==> src/rtl/device_rx_pkg.sv <==
// Shared types and constants for the remote-terminal receive path.
// Holds the FSM encoding and the response-word field layout.
package device_rx_pkg;

    typedef enum logic [3:0] {
        IDLE,
        LOAD_CW,
        WAIT_WORD,
        STORE,
        PAUSE_WAIT,
        LOAD_OS,
        SEND_WAIT,
        SEND_OS,
        END_WAIT
    } state_t;

    localparam int RESP_ADDR_MSB   = 15;
    localparam int RESP_ADDR_LSB   = 11;
    localparam int RESP_ERR_BIT    = 10;
    localparam int TX_READY_CYCLES = 3;
    localparam int WORDS_MAX       = 32;

endpackage

==> src/rtl/rx_word_ram.sv <==
// 32x16 received-word store: one write port, one registered read port.
// Contents are not reset; only the read register is.
module rx_word_ram (
    input  logic        clk,
    input  logic        reset,
    input  logic        we,
    input  logic [4:0]  waddr,
    input  logic [15:0] wdata,
    input  logic [4:0]  raddr,
    output logic [15:0] rdata
);

    logic [15:0] mem [32];

    always_ff @(posedge clk) begin
        if (we) begin
            mem[waddr] <= wdata;
        end
    end

    // Read samples the array before this edge's write lands.
    always_ff @(posedge clk) begin
        if (reset) begin
            rdata <= '0;
        end else begin
            rdata <= mem[raddr];
        end
    end

endmodule

==> src/rtl/device_rx.sv <==
// Remote-terminal receive transaction: collects N data words into RAM,
// then sends the status response word after a fixed pause.
module device_rx
    import device_rx_pkg::*;
#(
    parameter logic [4:0] ADDRESS        = 5'd1,
    parameter int         PAUSE_CYCLES   = 255,
    parameter int         TIMEOUT_CYCLES = 1023
) (
    input  logic        clk,
    input  logic        reset,
    input  logic        start,
    input  logic [15:0] rx_data,
    input  logic        rx_valid,
    input  logic        rx_cd,
    input  logic        p_error,
    output logic [15:0] tx_data,
    output logic        tx_cd,
    output logic        tx_ready,
    input  logic        tx_busy,
    input  logic [4:0]  addr_rd,
    output logic [15:0] rd_data,
    output logic        busy,
    output logic        done,
    output logic        msg_error
);

    localparam logic [15:0] PAUSE_LAST   = 16'(PAUSE_CYCLES);
    localparam logic [15:0] TIMEOUT_LAST = 16'(TIMEOUT_CYCLES - 1);
    localparam logic [1:0]  SEND_LAST    = 2'(TX_READY_CYCLES - 1);

    state_t      state, state_d;
    logic [5:0]  cnt_word;
    logic [5:0]  n_words;
    logic [15:0] cnt_pause;
    logic [15:0] cnt_timeout;
    logic [1:0]  cnt_send;
    logic [15:0] word_q;
    logic        perr_q;
    logic        timeout_hit;
    logic        last_word;
    logic        ram_we;

    assign timeout_hit = (cnt_timeout == TIMEOUT_LAST);
    assign last_word   = ((cnt_word + 6'd1) == n_words);
    assign ram_we      = (state == STORE) && !reset;
    assign tx_ready    = (state == SEND_OS);
    assign busy        = (state != IDLE);

    always_comb begin
        state_d = state;
        unique case (state)
            IDLE:       state_d = IDLE;
            LOAD_CW:    state_d = WAIT_WORD;
            WAIT_WORD: begin
                if (rx_valid && rx_cd) begin
                    state_d = STORE;
                end else if (rx_valid || timeout_hit) begin
                    state_d = IDLE;
                end
            end
            STORE:      state_d = last_word ? PAUSE_WAIT : WAIT_WORD;
            PAUSE_WAIT: if (cnt_pause == PAUSE_LAST) state_d = LOAD_OS;
            LOAD_OS:    state_d = SEND_WAIT;
            SEND_WAIT:  if (!tx_busy) state_d = SEND_OS;
            SEND_OS:    if (cnt_send == SEND_LAST) state_d = END_WAIT;
            END_WAIT:   if (!tx_busy) state_d = IDLE;
            default:    state_d = IDLE;
        endcase
        if (start) begin
            state_d = LOAD_CW;
        end
    end

    always_ff @(posedge clk) begin
        if (reset) begin
            state       <= IDLE;
            cnt_word    <= '0;
            n_words     <= '0;
            cnt_pause   <= '0;
            cnt_timeout <= '0;
            cnt_send    <= '0;
            word_q      <= '0;
            perr_q      <= 1'b0;
            msg_error   <= 1'b0;
            tx_data     <= '0;
            tx_cd       <= 1'b0;
            done        <= 1'b0;
        end else begin
            state <= state_d;
            done  <= (state == END_WAIT) && !tx_busy && !start;
            if (start) begin
                cnt_word    <= '0;
                cnt_pause   <= '0;
                cnt_timeout <= '0;
                cnt_send    <= '0;
                msg_error   <= 1'b0;
            end else begin
                unique case (state)
                    LOAD_CW: begin
                        // A zero count field means a full 32-word block.
                        n_words   <= {rx_data[4:0] == 5'd0, rx_data[4:0]};
                        msg_error <= msg_error | p_error;
                    end
                    WAIT_WORD: begin
                        if (rx_valid && rx_cd) begin
                            word_q      <= rx_data;
                            perr_q      <= p_error;
                            cnt_timeout <= '0;
                        end else if (rx_valid || timeout_hit) begin
                            msg_error <= 1'b1;
                        end else begin
                            cnt_timeout <= cnt_timeout + 16'd1;
                        end
                    end
                    STORE: begin
                        cnt_word  <= cnt_word + 6'd1;
                        msg_error <= msg_error | perr_q;
                        cnt_pause <= '0;
                    end
                    PAUSE_WAIT: cnt_pause <= cnt_pause + 16'd1;
                    LOAD_OS: begin
                        tx_data <= '0;
                        tx_data[RESP_ADDR_MSB:RESP_ADDR_LSB] <= ADDRESS;
                        tx_data[RESP_ERR_BIT] <= msg_error;
                        tx_cd    <= 1'b0;
                        cnt_send <= '0;
                    end
                    SEND_OS: cnt_send <= cnt_send + 2'd1;
                    default: ;
                endcase
            end
        end
    end

    rx_word_ram u_ram (
        .clk   (clk),
        .reset (reset),
        .we    (ram_we),
        .waddr (cnt_word[4:0]),
        .wdata (word_q),
        .raddr (addr_rd),
        .rdata (rd_data)
    );

endmodule

==> config.mk <==
export PLATFORM = sky130hd
export DESIGN_NAME = device_rx
export DESIGN_NICKNAME = d
export VERILOG_FILES = /design/src/rtl/device_rx_pkg.sv /design/src/rtl/rx_word_ram.sv /design/src/rtl/device_rx.sv
export SDC_FILE = /design/constraint.sdc
export NUM_CORES = 1
export LEC_CHECK = 0
export ABC_AREA = 1
export CELL_PAD_IN_SITES_DETAIL_PLACEMENT = 1
export CELL_PAD_IN_SITES_GLOBAL_PLACEMENT = 2
export CORE_MARGIN = 2
export CORE_UTILIZATION = 41
export DETAILED_ROUTE_END_ITERATION = 10
export PLACE_DENSITY = 0.79
export REMOVE_ABC_BUFFERS = 1
export SETUP_SLACK_MARGIN = 0.02
export SLEW_MARGIN = 20
export SYNTH_ARGS = -nofsm -noshare
export SYNTH_HDL_FRONTEND = slang
export SYNTH_SLANG_ARGS = --single-unit
export TNS_END_PERCENT = 10
==> constraint.sdc <==
create_clock -name clk -period 2.6 [get_ports clk]
set_input_delay 0.52 -clock clk [delete_from_list [all_inputs] [get_ports clk]]
set_output_delay 0.52 -clock clk [all_outputs]
set_load 0.01 [all_outputs]
# Word-level counts from Yosys, hierarchy flattened
# Memories as Yosys holds them, arrays and structs flattened. A register that Yosys moved wholly into a read port is not among the register bits.
# Index checks and enable logic that the tools add are counted.
dict set report totals {
  reg_bits 71
  ram_bits 512
  inputBits 28
  out_inout_bits 37
  elab_cells 84
  mem_count 1
}
dict set report classes {
  n_addsub 4
  n_eq_ne 25
  n_mux 18
  n_bitwise 3
  reduce_logical 21
}
# memory words word_bits read_ports rd_clocked_by_memory_dff write_ports line_no
set mem_list {}
lappend mem_list {u_ram.mem 32 16 1 1 1 rx_word_ram.sv:13} ;# logic [15:0] mem [32];
# cell count
set ops {}
lappend ops {{adder 16 x 1 -> 16 bit (second input constant)} 2}
lappend ops {{two-way mux 16 bit} 2}
lappend ops {{one-hot mux 16 bit (2 select lines)} 1}
lappend ops {{one-hot mux 4 bit (8 select lines)} 1}
lappend ops {{two-way mux 4 bit} 6}
lappend ops {{== test 16 x 10 -> 1 bit (second input constant)} 1}
lappend ops {{== test 16 x 8 -> 1 bit (second input constant)} 1}
lappend ops {{== test 4 x 3 -> 1 bit (second input constant)} 4}
lappend ops {{inequality test 3 bit (second input constant)} 4}
lappend ops {{inequality test 2 bit (second input constant)} 5}
lappend ops {{AND reduction 5 bit} 2}
lappend ops {{== test 4 x 2 -> 1 bit (second input constant)} 2}
lappend ops {{adder 6 x 1 -> 6 bit (second input constant)} 1}
lappend ops {{== test 6 bit} 1}
lappend ops {{AND reduction 2 bit} 3}
lappend ops {{AND reduction 3 bit} 2}
lappend ops {{logical NOT 5 bit} 1}
lappend ops {{two-way mux 1 bit} 5}
lappend ops {{== test 4 x 1 -> 1 bit (second input constant)} 1}
lappend ops {{== test 4 bit (second input constant)} 1}
lappend ops {{logical AND 1 bit} 4}
lappend ops {{inequality test 2 x 1 -> 1 bit (second input constant)} 2}
lappend ops {{inequality test 4 bit (second input constant)} 1}
lappend ops {{one-hot mux 2 bit (2 select lines)} 1}
lappend ops {{13 further kinds} 17}

# Depth between registers and ports, before layout
# Gate-level depths: netlist of run 1.
dict set report logic_depth {
  depth_word 6
  ltp_mapped 13
  mapped_depth_nobuf 13
}

# Hierarchy
# A second synthesis of run 1 with hierarchy kept.
dict set report hier_totals {
  hier_cells 2347
  hier_area_um2 25061.5
}
# mod instances cells_each area_per_inst_um2 seq_area_each_um2
set modules_own_cells {}
lappend modules_own_cells {rx_word_ram 1 1808 21368.0 15695.1}
lappend modules_own_cells {device_rx 1 539 3693.5 1421.4}

# Worst setup path after synthesis of run 1
# OpenSTA, ideal clock, no wires.
dict set report synth_timing {
  kind {register to register}
  from {register state[1]}
  to {memory u_ram.mem[0][0], enable pin}
  setup_time_ns 0.388
  t_arrival_ns 1.848
  required_time_ns 2.212
  path_slack_ns 0.363
  path_stages_with_launch 7
  path_buffers 0
  synth_period_minus_slack_ns 2.237
  cell_sequence {dfxtp_1 -> nand2_1 -> nor2_1 -> inv_1 -> nor2_1 -> nand2_1 -> nor2_1}
}
dict set report synth_via {
  elab_chain_cells 4
}
# element line_no
set synth_lines {}
lappend synth_lines {{start: declaration} device_rx.sv:32} ;# state_t state, state_d;
lappend synth_lines {{start signal: assignment} device_rx.sv:90} ;# state <= state_d;
lappend synth_lines {{== test 4 x 2 -> 1 bit} device_rx.sv:46} ;# assign ram_we = (state == STORE) && !reset;
lappend synth_lines {{logical AND 1 bit} device_rx.sv:46}
lappend synth_lines {{two-way mux 1 bit} rx_word_ram.sv:16} ;# if (we) begin
lappend synth_lines {{two-way mux 1 bit (not written as such)} rx_word_ram.sv:17} ;# mem[waddr] <= wdata;
lappend synth_lines {{end: declaration} rx_word_ram.sv:13}
# No other way between the ends.

# Final worst setup path of run 1
dict set report layout_timing {
  from {register state[2]}
  to {output port tx_ready}
}
dict set report layout_via {
  elab_chain_cells 1
}
# element line_no
set layout_lines {}
lappend layout_lines {{== test 4 x 3 -> 1 bit} device_rx.sv:47} ;# assign tx_ready = (state == SEND_OS);
lappend layout_lines {{end: declaration} device_rx.sv:19} ;# output logic tx_ready,
# No other way between the ends.

==> impl_metrics.prom, run 1 <==
# TYPE chip_impl_metric gauge
chip_impl_info{name="outcome",value="finished clean"} 1
chip_impl_metric{name="fin_tns_setup",unit="ns"} 0
chip_impl_metric{name="grt_overflow",unit=""} 0
chip_impl_metric{name="floorplan.io_pins",unit=""} 65
chip_impl_metric{name="finalHoldViolations",unit=""} 0
chip_impl_metric{name="worst_skew_pair.late_latency",unit="ns"} 0.61
chip_impl_metric{name="cts_inserted_buffers",unit=""} 66
chip_impl_metric{name="post_synthesis_cells",unit=""} 2016
chip_impl_metric{name="avgRoutedWirePerCell",unit="µm"} 23.90
chip_impl_metric{name="synth_seq_area_share",unit="%"} 71.20
chip_impl_metric{name="static-leakage-power",unit="nW"} 8.534
chip_impl_metric{name="pins_over_their_slew_limit",unit=""} 0
chip_impl_metric{name="power.density",unit="nW/µm²"} 745.3
chip_impl_metric{name="ir_drop",unit="µV"} 453.3
chip_impl_metric{name="finalCriticalPeriod",unit="ns"} 2.420
chip_impl_metric{name="avgSynthCellArea",unit="µm²"} 11.92
chip_impl_metric{name="grt_pass1_vias",unit=""} 17210
chip_impl_metric{name="finalNetCount",unit=""} 2138
chip_impl_metric{name="critical_path_buf_inv_count",unit=""} 1
chip_impl_info{name="clock_tree_from_tritoncts",value="yes"} 1
chip_impl_metric{name="cap_violations",unit=""} 0
chip_impl_metric{name="grt_antenna_before_repair",unit=""} 0
chip_impl_info{name="layout_common_cells",value="512 x sky130_fd_sc_hd__edfxtp_1, 381 x sky130_fd_sc_hd__nor2_1, 309 x sky130_fd_sc_hd__o21ai_0"} 1
chip_impl_info{name="most_common_cell_after_layout_fill_and_taps_aside",value="sky130_fd_sc_hd__edfxtp_1"} 1
chip_impl_metric{name="fin_worst_skew",unit="ns"} 0.02921
chip_impl_metric{name="cts.path.max_buffers",unit=""} 3
chip_impl_metric{name="design.die.area",unit="µm²"} 60580
chip_impl_metric{name="post_synth_num_cell_types",unit=""} 39
chip_impl_info{name="worstHoldPathType",value="reg2reg"} 1
chip_impl_metric{name="worst-path-max-fanout",unit=""} 6
chip_impl_info{name="critical_path.endpoint_type",value="output port"} 1
chip_impl_metric{name="drc",unit=""} 0
chip_impl_metric{name="timing.slew.headroom",unit="%"} 57.46
chip_impl_metric{name="finish.cell_count_without_fillers",unit=""} 2918
chip_impl_info{name="grt_setup_unrepaired",value="no"} 1
chip_impl_metric{name="wl",unit="µm"} 69740
chip_impl_metric{name="overall_power_after_layout",unit="mW"} 21.04
chip_impl_metric{name="achievable-frequency",unit="MHz"} 413.2
chip_impl_metric{name="cts_max_level",unit=""} 3
chip_impl_metric{name="grt_usage",unit="%"} 23.29
chip_impl_metric{name="port_buffers",unit=""} 49
chip_impl_metric{name="dr.first_iter.drc_count",unit=""} 1062
chip_impl_info{name="cpLargestDelayFamily",value="buffers and inverters"} 1
chip_impl_metric{name="vias_per_cell",unit=""} 5.663
chip_impl_metric{name="num_rows",unit=""} 88
chip_impl_metric{name="floorplan.core_area",unit="µm²"} 57810
chip_impl_info{name="slowest_stage",value="sky130_fd_sc_hd__clkdlybuf4s50_1"} 1
chip_impl_info{name="critical_path.cell_chain",value="nand2_2, nor2_2, clkdlybuf4s50_1"} 1
chip_impl_metric{name="initial_core_util",unit="%"} 41.59
chip_impl_metric{name="report.final.setup_viol",unit=""} 0
chip_impl_metric{name="final.period_utilization",unit="%"} 93.07
chip_impl_metric{name="path_clk_slew",unit="ns"} 0.05
chip_impl_metric{name="gp_congestion",unit=""} 0.8355
chip_impl_metric{name="synth_async_sr_flop_share",unit="%"} 0
chip_impl_metric{name="yosysWarningCount",unit=""} 0
chip_impl_metric{name="tightest_slew",unit="ns"} 0.6358
chip_impl_metric{name="die-height",unit="µm"} 246.1
chip_impl_metric{name="synth-seq-cells",unit=""} 599
chip_impl_info{name="ys.flop_type",value="sky130_fd_sc_hd__edfxtp_1"} 1
chip_impl_metric{name="layout_area_overhead",unit="%"} 17.42
chip_impl_metric{name="dp.cells",unit=""} 2799
chip_impl_metric{name="post-cts-setup-buffers",unit=""} 0
chip_impl_metric{name="die_x",unit="µm"} 246.1
chip_impl_info{name="path_class",value="reg2out"} 1
chip_impl_metric{name="cpPeakStageDelay",unit="ns"} 0.58
chip_impl_info{name="worstSetupStartpointType",value="register"} 1
chip_impl_metric{name="worst_ep_arrival_time",unit="ns"} 1.90
chip_impl_metric{name="cp.required",unit="ns"} 2.08
chip_impl_metric{name="cts_sinks",unit=""} 599
chip_impl_metric{name="insertedDiodeCount",unit=""} 0
chip_impl_metric{name="number_of_nets_still_failing_antenna_checks_after_routing",unit=""} 0
chip_impl_metric{name="route.vias.total",unit=""} 16530
chip_impl_metric{name="share_of_cells_above_drive_strength_1",unit="%"} 10.59
chip_impl_info{name="clock_tree.root_cell",value="sky130_fd_sc_hd__clkbuf_16"} 1
chip_impl_metric{name="detailed_place_hpwl",unit="µm"} 42160
chip_impl_metric{name="grt_start_max_net_pins",unit=""} 115
chip_impl_metric{name="synth_enable_flop_cells",unit=""} 512
chip_impl_metric{name="grt_first_pass_wirelength",unit="µm"} 106000
chip_impl_metric{name="post_synth_instance_area",unit="µm²"} 24040
chip_impl_metric{name="drt-pass1-iter-count",unit=""} 5
[through the flow]
stage / util, % / area (µm²) / hold WS [ns] / setup WS, ns
after global placement: 44.95 / 25980 / 0.4453 / 0.3148
after detailed placement: 44.95 / 25980 / 0.4551 / 0.2306
after CTS: 48.82 / 28220 / 0.4676 / 0.04954
final: 48.83 / 28230 / 0.4606 / 0.1801
after floorplan: - / 23400 / 0.4405 / -1.957
after global routing: 48.83 / 28230 / 0.4989 / 0.04780
[kinds of logic after synthesis]
family                     count (synthesis)  synth area share [%]
xor gates and xnor gates                   1               0.03644
AOI/OAI and AO/OA                        510                 12.61
buffers and inverters                    210                 3.987
DFF                                      599                 71.20
adders and majority gates                  8                0.4164
other                                      1               0.01560
and+or+nand+nor                          687                 11.73
[final timing paths]
check                           slack (ns)          endpoint       startpoint  cells after the start
worst min register to register        0.46   cnt_timeout[15]  cnt_timeout[15]                      2
worst max-delay path                  0.18          tx_ready         state[2]                      3
worst min-delay path                  0.46   cnt_timeout[15]  cnt_timeout[15]                      2
worst max register to register        0.43  u_ram.mem[30][3]         state[2]                      9
[metal layers]
metal	GRT usage [%]	up-vias	part of all wire, %
li1	-	7513	-
met1	31.49	8381	44
met2	38.31	513	48
met3	3.889	119	5.7
met4	7.540	0	2.9
met5	0	-	0
[repair_timing]
action                                  CTS  global route
endpoints found under the setup margin    1             1
resized for setup                         1             2
gates cloned                              0             0
hold buffers                              0             0
[worst register-to-register path: stages, from the launching register on]
cell                      delay [ns]
sky130_fd_sc_hd__dfxtp_1        0.36
sky130_fd_sc_hd__nor2_4         0.16
sky130_fd_sc_hd__inv_1          0.07
sky130_fd_sc_hd__nor2_1         0.13
sky130_fd_sc_hd__inv_1          0.07
sky130_fd_sc_hd__nor2_1         0.29
sky130_fd_sc_hd__nand2_1        0.11
sky130_fd_sc_hd__buf_4          0.23
sky130_fd_sc_hd__nor2_1         0.22
sky130_fd_sc_hd__buf_4          0.24
[synth_stat cells, drive strengths merged, types with 2 or more instances]
master / instances / area, µm²
edfxtp: 512 / 15370
nor2: 405 / 1558
o21ai: 316 / 1582
nand2: 143 / 536.8
o221ai: 115 / 1007
nand3: 110 / 555.5
dfxtp: 87 / 1742
clkbuf: 72 / 272.8
inv: 70 / 262.8
buf: 67 / 419.2
a21oi: 53 / 265.3
o22ai: 14 / 87.58
nand4: 11 / 68.82
nor3: 11 / 55.05
ha: 8 / 100.1
a211oi: 3 / 22.52
or2: 3 / 18.77
a22oi: 2 / 15.01
nand3b: 2 / 15.01
o211ai: 2 / 15.01
[where the power goes]
part / internal (mW) / switching [mW] / total (mW)
Combinational: 0.293 / 0.624 / 0.917
Clock: 5.94 / 3.83 / 9.77
Sequential: 10.3 / 0.0298 / 10.4
Total: 16.6 / 4.48 / 21.0
[sequential cells by signal, summed over array words and instances, names as in the netlist]
| register | flops |
|---|---|
| done | 1 |
| state | 4 |
| u_ram.rdata | 16 |
| cnt_word | 6 |
| cnt_timeout | 16 |
| n_words | 6 |
| word_q | 16 |
| cnt_send | 2 |
| cnt_pause | 16 |
| u_ram.mem | 512 |
| msg_error | 1 |
| tx_data | 2 |
| perr_q | 1 |
[layout make-up]
cell class	count	area, µm²
Sequential cell	599	17120
Tap cell	765	957.2
Inverter	71	272.8
Clock inverter	24	355.3
Fill cell	5958	29580
Timing Repair Buffer	143	1578
Clock buffer	95	1884
Multi-Input combinational cell	1221	6062
Power figures use the tool's default switching activity.
==> run 2: changes to the inputs <==
--- a/config.mk
+++ b/config.mk
@@ -15,4 +15,5 @@
 export REMOVE_ABC_BUFFERS = 1
 export SETUP_SLACK_MARGIN = 0.02
+export SKIP_LAST_GASP = 1
 export SLEW_MARGIN = 20
 export SYNTH_ARGS = -nofsm -noshare
==> constraint.sdc (replaced) <==
create_clock -name clk -period 2.6 [get_ports clk]
set_input_delay 0.52 -clock clk [delete_from_list [all_inputs] [get_ports clk]]
set_output_delay 0.52 -clock clk [all_outputs]
set_load 0.1 [all_outputs]
==> impl_metrics.prom, run 2 (synthesis gave the netlist of run 1 again) <==
# TYPE chip_impl_metric gauge
chip_impl_metric{name="cts.path.max_buffers",unit=""} 3
chip_impl_metric{name="num_rows",unit=""} 88
chip_impl_metric{name="gp_congestion",unit=""} 0.8643
chip_impl_metric{name="die-height",unit="µm"} 246.1
chip_impl_metric{name="pins_over_their_slew_limit",unit=""} 0
chip_impl_info{name="critical_path.cell_chain",value="nand2_1, nor2_1, buf_4"} 1
chip_impl_info{name="path_class",value="reg2out"} 1
chip_impl_info{name="cpLargestDelayFamily",value="simple AND/OR/NAND/NOR gates"} 1
chip_impl_info{name="clock_tree_from_tritoncts",value="yes"} 1
chip_impl_info{name="clock_tree.root_cell",value="sky130_fd_sc_hd__clkbuf_16"} 1
chip_impl_info{name="outcome",value="finished clean"} 1
chip_impl_metric{name="fin_worst_skew",unit="ns"} 0.01804
chip_impl_metric{name="total_area_of_multi_input_combinational_cells",unit="µm²"} 6057
chip_impl_metric{name="drc",unit=""} 0
chip_impl_metric{name="floorplan.io_pins",unit=""} 65
chip_impl_metric{name="avgRoutedWirePerCell",unit="µm"} 23.92
chip_impl_metric{name="port_buffers",unit=""} 49
chip_impl_metric{name="achievable-frequency",unit="MHz"} 412.2
chip_impl_info{name="most_common_cell_after_layout_fill_and_taps_aside",value="sky130_fd_sc_hd__edfxtp_1"} 1
chip_impl_info{name="worstSetupStartpointType",value="register"} 1
chip_impl_metric{name="drt-pass1-iter-count",unit=""} 5
chip_impl_info{name="grt_setup_unrepaired",value="no"} 1
chip_impl_info{name="layout_common_cells",value="512 x sky130_fd_sc_hd__edfxtp_1, 382 x sky130_fd_sc_hd__nor2_1, 309 x sky130_fd_sc_hd__o21ai_0"} 1
chip_impl_metric{name="power.density",unit="nW/µm²"} 746.3
chip_impl_metric{name="grt_overflow",unit=""} 0
chip_impl_metric{name="ir_drop",unit="µV"} 489.0
chip_impl_metric{name="post_dp_cell_area",unit="µm²"} 25930
chip_impl_metric{name="cap_violations",unit=""} 0
chip_impl_metric{name="cellInternalPower",unit="mW"} 16.33
chip_impl_metric{name="worst_skew_pair.late_latency",unit="ns"} 0.60
chip_impl_metric{name="cpPeakStageDelay",unit="ns"} 0.44
chip_impl_metric{name="register_area",unit="µm²"} 17120
chip_impl_metric{name="finalNetCount",unit=""} 2143
chip_impl_metric{name="vias_per_cell",unit=""} 5.663
chip_impl_metric{name="wl",unit="µm"} 69880
chip_impl_info{name="worstHoldPathType",value="reg2reg"} 1
chip_impl_metric{name="net-switching-power",unit="mW"} 4.644
chip_impl_metric{name="grt_start_max_net_pins",unit=""} 85
chip_impl_metric{name="critical_path_buf_inv_count",unit=""} 1
chip_impl_metric{name="design_area_final",unit="µm²"} 28100
chip_impl_metric{name="tightest_slew",unit="ns"} 0.5880
chip_impl_metric{name="detailed_place_hpwl",unit="µm"} 43480
chip_impl_metric{name="die_x",unit="µm"} 246.1
chip_impl_metric{name="route.vias.total",unit=""} 16540
chip_impl_info{name="slowest_stage",value="sky130_fd_sc_hd__dfxtp_1"} 1
chip_impl_metric{name="grt_antenna_before_repair",unit=""} 0
chip_impl_metric{name="floorplan.core_area",unit="µm²"} 57810
chip_impl_metric{name="comb_power_share",unit="%"} 5.5
chip_impl_metric{name="post-cts-setup-buffers",unit=""} 0
chip_impl_metric{name="final.period_utilization",unit="%"} 93.31
chip_impl_metric{name="static-leakage-power",unit="nW"} 8.547
chip_impl_metric{name="design.die.area",unit="µm²"} 60580
chip_impl_metric{name="initial_core_util",unit="%"} 41.59
chip_impl_metric{name="finalHoldViolations",unit=""} 0
chip_impl_metric{name="power.share.switching",unit="%"} 22.14
chip_impl_metric{name="report.final.setup_viol",unit=""} 0
chip_impl_metric{name="number_of_nets_still_failing_antenna_checks_after_routing",unit=""} 0
chip_impl_metric{name="holdBufCountCts",unit=""} 0
chip_impl_metric{name="layout_area_overhead",unit="%"} 16.88
chip_impl_metric{name="timing.slew.headroom",unit="%"} 60.65
chip_impl_metric{name="finalCoreUtilization",unit="%"} 48.61
chip_impl_metric{name="grt_pass1_vias",unit=""} 17040
chip_impl_metric{name="path_clk_slew",unit="ns"} 0.06
chip_impl_metric{name="final.fill_count",unit=""} 5941
chip_impl_metric{name="worst_ep_arrival_time",unit="ns"} 1.91
chip_impl_info{name="largest_register",value="u_ram.mem"} 1
chip_impl_metric{name="pwr-share-seq",unit="%"} 49.4
chip_impl_metric{name="clock_power_share",unit="%"} 45.1
chip_impl_metric{name="cts_inserted_buffers",unit=""} 66
chip_impl_metric{name="largest_register_ff_count",unit=""} 512
chip_impl_metric{name="cts_max_level",unit=""} 3
chip_impl_metric{name="worst-path-max-fanout",unit=""} 6
chip_impl_metric{name="share_of_cells_above_drive_strength_1",unit="%"} 11.37
chip_impl_metric{name="finalCriticalPeriod",unit="ns"} 2.426
chip_impl_info{name="critical_path.endpoint_type",value="output port"} 1
chip_impl_metric{name="post_cts.resized_instances",unit=""} 0
chip_impl_metric{name="grt_first_pass_wirelength",unit="µm"} 105500
chip_impl_metric{name="cts_sinks",unit=""} 599
chip_impl_metric{name="cp.required",unit="ns"} 2.08
chip_impl_metric{name="dr.first_iter.drc_count",unit=""} 1328
chip_impl_metric{name="grt_usage",unit="%"} 23.26
-- run 2: cell count changes in the layout (fill, tap and decap cells not counted), moves of 2 or more --
cell	delta
sky130_fd_sc_hd__buf_4	+30
sky130_fd_sc_hd__clkbuf_1	-6
sky130_fd_sc_hd__clkbuf_8	-3
sky130_fd_sc_hd__clkdlybuf4s50_1	-22
sky130_fd_sc_hd__clkinv_1	+9
sky130_fd_sc_hd__clkinv_2	-2
sky130_fd_sc_hd__clkinvlp_4	-2
sky130_fd_sc_hd__buf_12	-3
sky130_fd_sc_hd__diode_2	+2
-- run 2: power groups by stage --
stage | Clock [mW] | Sequential, mW | Combinational [mW]
floorplan | 0 | 10.7 | 0.462
global placement | 0 | 10.6 | 1.14
detailed placement | 0 | 10.6 | 1.16
CTS | 9.63 | 10.4 | 1.16
global route | 9.97 | 10.4 | 1.24
finish | 9.45 | 10.4 | 1.16
-- run 2: area by class of cell --
class	instances	area share (%)
inverter	71	0.9708
multi-input combinational	1221	21.56
antenna	2	0.01781
tap	765	3.407
clock inverter	29	1.229
timing repair buffer	148	5.419
clock buffer	86	6.479
sequential	599	60.92
-- run 2: final timing paths --
check | from | depth (start not counted) | endpoint | slack (ns)
hold / removal | cnt_send[1] | 2 | cnt_send[1] | 0.47
setup reg to reg | state[2] | 9 | u_ram.mem[19][2] | 0.43
hold reg to reg | cnt_send[1] | 2 | cnt_send[1] | 0.47
setup / recovery | state[2] | 3 | tx_ready | 0.17
-- run 2: metrics by stage --
step	std cells	TNS (ns)	worst slack [ns]	hold WS (ns)	power [mW]
after floorplan	1891	-94.93	-1.957	0.4405	11.17
after global placement	2804	0	0.2355	0.4439	11.70
after detailed placement	2804	0	0.1886	0.4593	11.72
after CTS	2919	0	0.1293	0.4770	21.15
after global routing	2919	0	0.07943	0.4951	21.55
final	2921	0	0.1739	0.4717	20.97
-- run 2: tightest hold or removal path: cells and delay by family, from the launching register on --
kind	cells	cell delay (ns)
AND/OR/NAND/NOR	1	0.06
AO/OA/AOI/OAI	1	0.05
flip-flops	1	0.31
-- run 2: metal layers --
metal	up-vias	routed length [µm]	track usage (%)
met5	-	0	0
met4	0	2169	8.378
met3	109	3486	3.682
met2	462	33460	38.17
met1	8437	30760	31.29
li1	7535	-	-
